--- src/rtl/line_engine.sv ---
// Bresenham line rasterizer: takes endpoints and a colour from the core's MMIO
// registers and emits one framebuffer pixel write per accepted handshake.
module line_engine #(
  parameter logic [31:0] FB_BASE = 32'h1000_0000,
  parameter int          CW      = 10
) (
  input  logic          clk,
  input  logic          rst,
  input  logic [31:0]   line_color,
  input  logic [CW-1:0] line_point,
  input  logic          line_color_valid,
  input  logic          line_x0_valid,
  input  logic          line_y0_valid,
  input  logic          line_x1_valid,
  input  logic          line_y1_valid,
  input  logic          line_trigger,
  output logic          line_ready,
  output logic          px_valid,
  input  logic          px_ready,
  output logic [31:0]   px_addr,
  output logic [23:0]   px_color
);

  localparam int DW = CW + 2;

  typedef enum logic [1:0] {IDLE, SWAP, CALC, DRAW} state_t;

  state_t state, state_nxt;

  // Core-visible registers
  logic [CW-1:0] x0_q, y0_q, x1_q, y1_q;
  logic [23:0]   color_q;

  // Snapshot of the active line; rewritten in place by the SWAP stage
  logic [CW-1:0] sx0, sy0, sx1, sy1;
  logic [23:0]   scolor;
  logic          steep;

  // Walk state
  logic [CW-1:0]        x_cur, y_cur;
  logic signed [DW-1:0] err, dx, dy;
  logic                 y_down;

  // Combinational helpers
  logic signed [DW-1:0] ddx, ddy, adx, ady, err_dec;
  logic                 steep_c;
  logic [CW-1:0]        ax0, ay0, ax1, ay1;
  logic [CW-1:0]        nx0, ny0, nx1, ny1;
  logic [CW-1:0]        pix_x, pix_y;
  logic                 last_px;

  always_comb begin
    ddx     = $signed({2'b00, sx1}) - $signed({2'b00, sx0});
    ddy     = $signed({2'b00, sy1}) - $signed({2'b00, sy0});
    adx     = ddx[DW-1] ? -ddx : ddx;
    ady     = ddy[DW-1] ? -ddy : ddy;
    steep_c = ady > adx;

    ax0 = steep_c ? sy0 : sx0;
    ay0 = steep_c ? sx0 : sy0;
    ax1 = steep_c ? sy1 : sx1;
    ay1 = steep_c ? sx1 : sy1;
    if (ax0 > ax1) begin
      nx0 = ax1; ny0 = ay1; nx1 = ax0; ny1 = ay0;
    end else begin
      nx0 = ax0; ny0 = ay0; nx1 = ax1; ny1 = ay1;
    end

    err_dec = err - dy;
    last_px = (x_cur == sx1);
    pix_x   = steep ? y_cur : x_cur;
    pix_y   = steep ? x_cur : y_cur;
  end

  // NOTE: every variable in an always_comb gets a value on all paths (defaults first), otherwise a latch is inferred.
  always_comb begin
    state_nxt = state;
    case (state)
      IDLE:    if (line_trigger) state_nxt = SWAP;
      SWAP:    state_nxt = CALC;
      CALC:    state_nxt = DRAW;
      DRAW:    if (px_ready && last_px) state_nxt = IDLE;
      default: state_nxt = IDLE;
    endcase
  end

  // NOTE: clocked state uses non-blocking assignments so every stage reads pre-edge values.
  always_ff @(posedge clk) begin
    if (rst) state <= IDLE;
    else     state <= state_nxt;
  end

  always_ff @(posedge clk) begin
    if (rst) begin
      x0_q    <= '0;
      y0_q    <= '0;
      x1_q    <= '0;
      y1_q    <= '0;
      color_q <= '0;
      sx0     <= '0;
      sy0     <= '0;
      sx1     <= '0;
      sy1     <= '0;
      scolor  <= '0;
      steep   <= 1'b0;
      x_cur   <= '0;
      y_cur   <= '0;
      err     <= '0;
      dx      <= '0;
      dy      <= '0;
      y_down  <= 1'b0;
    end else begin
      if (line_color_valid) color_q <= line_color[23:0];
      if (line_x0_valid)    x0_q    <= line_point;
      if (line_y0_valid)    y0_q    <= line_point;
      if (line_x1_valid)    x1_q    <= line_point;
      if (line_y1_valid)    y1_q    <= line_point;

      case (state)
        IDLE: if (line_trigger) begin
          sx0    <= x0_q;
          sy0    <= y0_q;
          sx1    <= x1_q;
          sy1    <= y1_q;
          scolor <= color_q;
        end
        SWAP: begin
          steep <= steep_c;
          sx0   <= nx0;
          sy0   <= ny0;
          sx1   <= nx1;
          sy1   <= ny1;
        end
        CALC: begin
          dx     <= ddx;
          dy     <= ady;
          err    <= ddx >>> 1;
          y_down <= !(sy0 < sy1);
          x_cur  <= sx0;
          y_cur  <= sy0;
        end
        DRAW: if (px_ready && !last_px) begin
          x_cur <= x_cur + 1'b1;
          if (err_dec[DW-1]) begin
            y_cur <= y_down ? y_cur - 1'b1 : y_cur + 1'b1;
            err   <= err_dec + dx;
          end else begin
            err   <= err_dec;
          end
        end
        default: ;
      endcase
    end
  end

  // Outputs read zero outside DRAW so an idle engine presents a clean bus
  assign line_ready = (state == IDLE);
  assign px_valid   = (state == DRAW);
  assign px_addr    = px_valid ? (FB_BASE | 32'({pix_y, pix_x, 2'b00})) : '0;
  assign px_color   = px_valid ? scolor : '0;

endmodule

--- config.mk ---
export PLATFORM = sky130hd
export DESIGN_NAME = line_engine
export DESIGN_NICKNAME = d
export VERILOG_FILES = /design/src/rtl/line_engine.sv
export SDC_FILE = /design/constraint.sdc
export NUM_CORES = 1
export LEC_CHECK = 0
export CORE_AREA = 2 2 152 154
export DETAILED_ROUTE_END_ITERATION = 8
export DIE_AREA = 0 0 154 156
export PLACE_DENSITY = 0.84
export SYNTH_ARGS = -nofsm -noshare
export SYNTH_HDL_FRONTEND = slang
export SYNTH_SLANG_ARGS = --single-unit
--- constraint.sdc ---
create_clock -name clk -period 8.9 [get_ports clk]
set_input_delay 0.89 -clock clk [delete_from_list [all_inputs] [get_ports clk]]
set_output_delay 0.89 -clock clk [all_outputs]
set_load 0.02 [all_outputs]
==> impl_metrics.tcl <==
set metrics [dict create \
    status "complete, no violations" \
    syn_area_per_cell_um2 8.22 \
    async_flop_share 0 \
    pin_count 109 \
    cts_tree "done" \
    place_ws_ns 1.60 \
    synth-edff-count 0 \
    cp-end-kind "register" \
    start_util 0.544 \
    drt_first_pass_iters 6 \
    cp_slowest_stage_delay_ns 0.83 \
    drt_wl_total_mm 32.8 \
    cts_root_buf "clkbuf_16" \
    slew_violations 0 \
    drc_errors 0 \
    syn_to_final_growth_pct 12.3 \
    grt_max_degree 84 \
    ys.flop_type "dfxtp_1" \
    multiInputGateArea_um2 7690 \
    port_buffers 89 \
    grt_usage 0.267 \
    die_h_um 156 \
    worstPathCellList "ha_1 -> inv_1 -> fa_1 -> xnor2_1 -> nand2_1 -> a21boi_0 -> o221ai_1 -> or4_2 -> nor3_1 -> ha_1 -> and3_1 -> nand4_1 -> a21oi_1 -> o31ai_4 -> buf_12 -> nor2_1 -> a21oi_1 -> inv_1 -> ha_1 -> a21oi_1 -> o211ai_1 -> a221oi_1 -> o21ba_2 -> a221oi_1" \
    fin_ws_ns 1.28 \
    ant_nets 0 \
    fin_crit_ns 7.62 \
    ys_warn_count 0 \
    tightest_slew_ns 1.14 \
    final_cell_mix "187 x dfxtp_1, 179 x nor2_1, 118 x mux2i_1" \
    final_nets 1637 \
    fin_setup_tns_ns 0 \
    dieArea_um2 24000 \
    grt_pass1_wl_mm 52.4 \
    yosysSeqAreaShare 0.308 \
    worstPathArrival_ns 7.88 \
    criticalPathCategory "reg2reg" \
    place.gp.congestion 0.896 \
    clock_sinks 187 \
    ff_latch_area_um2 3740 \
    cp_slowest_cell "o31ai_4" \
    clkLatencyLatePin_ns 0.45 \
    diodes 0 \
    reg2regPathDepth 24 \
    htree_levels 4 \
    drt-initial-drc-count 965 \
    timing.final.crit_share 0.857 \
    holdPathEnd "scolor[9]" \
    vias 11145 \
    synth_cell_type_count 83 \
    routedWlPerCell_um 18.2 \
    timing.rr.end "sy1[7]" \
    die_x_um 154 \
    core_area_um2 22400 \
    worstPathMaxFanout 43 \
    layout_commonest_cell "dfxtp_1" \
    post_cts_resized 0 \
    startpoint_type "register" \
    rsz0062_at_grt "no" \
    cts_hold_buf 0 \
    gr-total-overflow 0 \
    min_from "color_q[9]" \
    max-slew-margin-rel 0.240 \
    hold_depth 2 \
    dp_hpwl_mm 23.2 \
    worstPathRequired_ns 9.16 \
    antenna_found_initial 0 \
    clock.fmax_ghz 0.131 \
    fin_util 0.611 \
    synth-seq-cells 187 \
    syn_area_um2 12200 \
    vias_per_cell 6.19 \
    num-fill-cells 1864 \
    cts_made_buffers 17 \
    fin_skew_ns 0.0205 \
    syn_inst 1481 \
    rows 55 \
    r2r-start "sy0[0]" \
    hold_class "reg2reg" \
    max_cap_violations 0 \
    clock_path_buffers 2 \
    clkTransAtPathRegs_ns 0.08 \
    setup_violations 0 \
    grt_pass1_vias 10289 \
    finalHoldViolations 0 \
    cts_post_setup_buffers_inserted 0 \
    reg2reg_slack_ns 1.28 \
    drive_gt1_frac 0.0508 \
]
-- per-layer routing --
metal / vias to the layer above / share of wire / track usage
met5: - / 0 / 0
met2: 485 / 0.46 / 0.439
met4: 0 / 0.037 / 0.109
li1: 5358 / - / -
met1: 5227 / 0.43 / 0.348
met3: 75 / 0.073 / 0.0458
-- flip-flops by register name, indices dropped and copies added, names as in the netlist, 11 cells and up --
register and count:
err 12, dy 12, color_q 24, scolor 24, dx 11
-- stage by stage --
stage / instances / hold slack [ns] / cell area, um2
floorplan: 1492 / 0.431 / 12200
global placement: 1768 / 0.435 / 13100
detailed placement: 1768 / 0.441 / 13100
CTS: 1800 / 0.454 / 13700
global route: 1800 / 0.478 / 13700
finish: 1800 / 0.452 / 13700
-- worst max-delay path by stage --
stage,from,endpoint
4_1_cts,sy0[0],sy1[7]
2_1_floorplan,sy0[0],sy1[0]
5_1_grt,sy0[0],sx1[3]
6_report,sy0[0],sy1[7]
3_5_place_dp,sy0[0],sy1[7]
3_3_place_gp,sy0[0],sx1[8]
-- worst max-delay path: cells and delay by family (launching register included) --
family	cells	cell delay, ns
AO/OA/AOI/OAI	10	3.37
AND/OR/NAND/NOR	6	1.39
adder cells (fa/ha/maj)	4	1.35
buffers and inverters	3	0.50
flip-flops	1	0.48
XOR/XNOR	1	0.31
-- synthesized netlist by cell type (8+ instances only) --
master	count	area, um2
a211oi_1	17	128
a21oi_1	108	541
a221oi_1	44	385
and2_1	28	175
and3_1	12	75.1
buf_2	9	45.0
buf_4	14	105
clkbuf_1	73	274
dfxtp_1	187	3740
ha_1	79	988
inv_1	71	267
mux2i_1	118	1180
nand2_1	104	390
nand3_1	31	155
nand4_1	14	87.6
nor2_1	179	672
nor2b_1	8	50.1
nor3_1	33	165
o211ai_1	51	383
o21a_1	9	67.6
o21ai_0	43	215
or3_1	47	294
xnor2_1	42	368
xor2_1	19	166
-- logic make-up (layout without fill, tap and decap cells) --
logic type               after synthesis  count (layout)  synth area share
AO/OA/AOI/OAI                        367             367             0.212
XOR/XNOR                              61              61            0.0439
AND/OR/NAND/NOR                      479             479             0.184
buffers and inverters                182             205            0.0648
multiplexers                         119             119            0.0980
flip-flops                           187             187             0.308
other                                  2              13          0.000617
adder cells (fa/ha/maj)               84              84            0.0894
-- final cells by class --
cell class,instances,area share
multi-input cells,1123,0.563
flip-flops and latches,187,0.274
repair buffers,100,0.0720
clock buffers,17,0.0311
well taps,285,0.0261
inverters,73,0.0200
clock inverters,15,0.0139
Power is not shown: default switching activity piles up to over one toggle a cycle in this logic, so the estimate is an artifact.
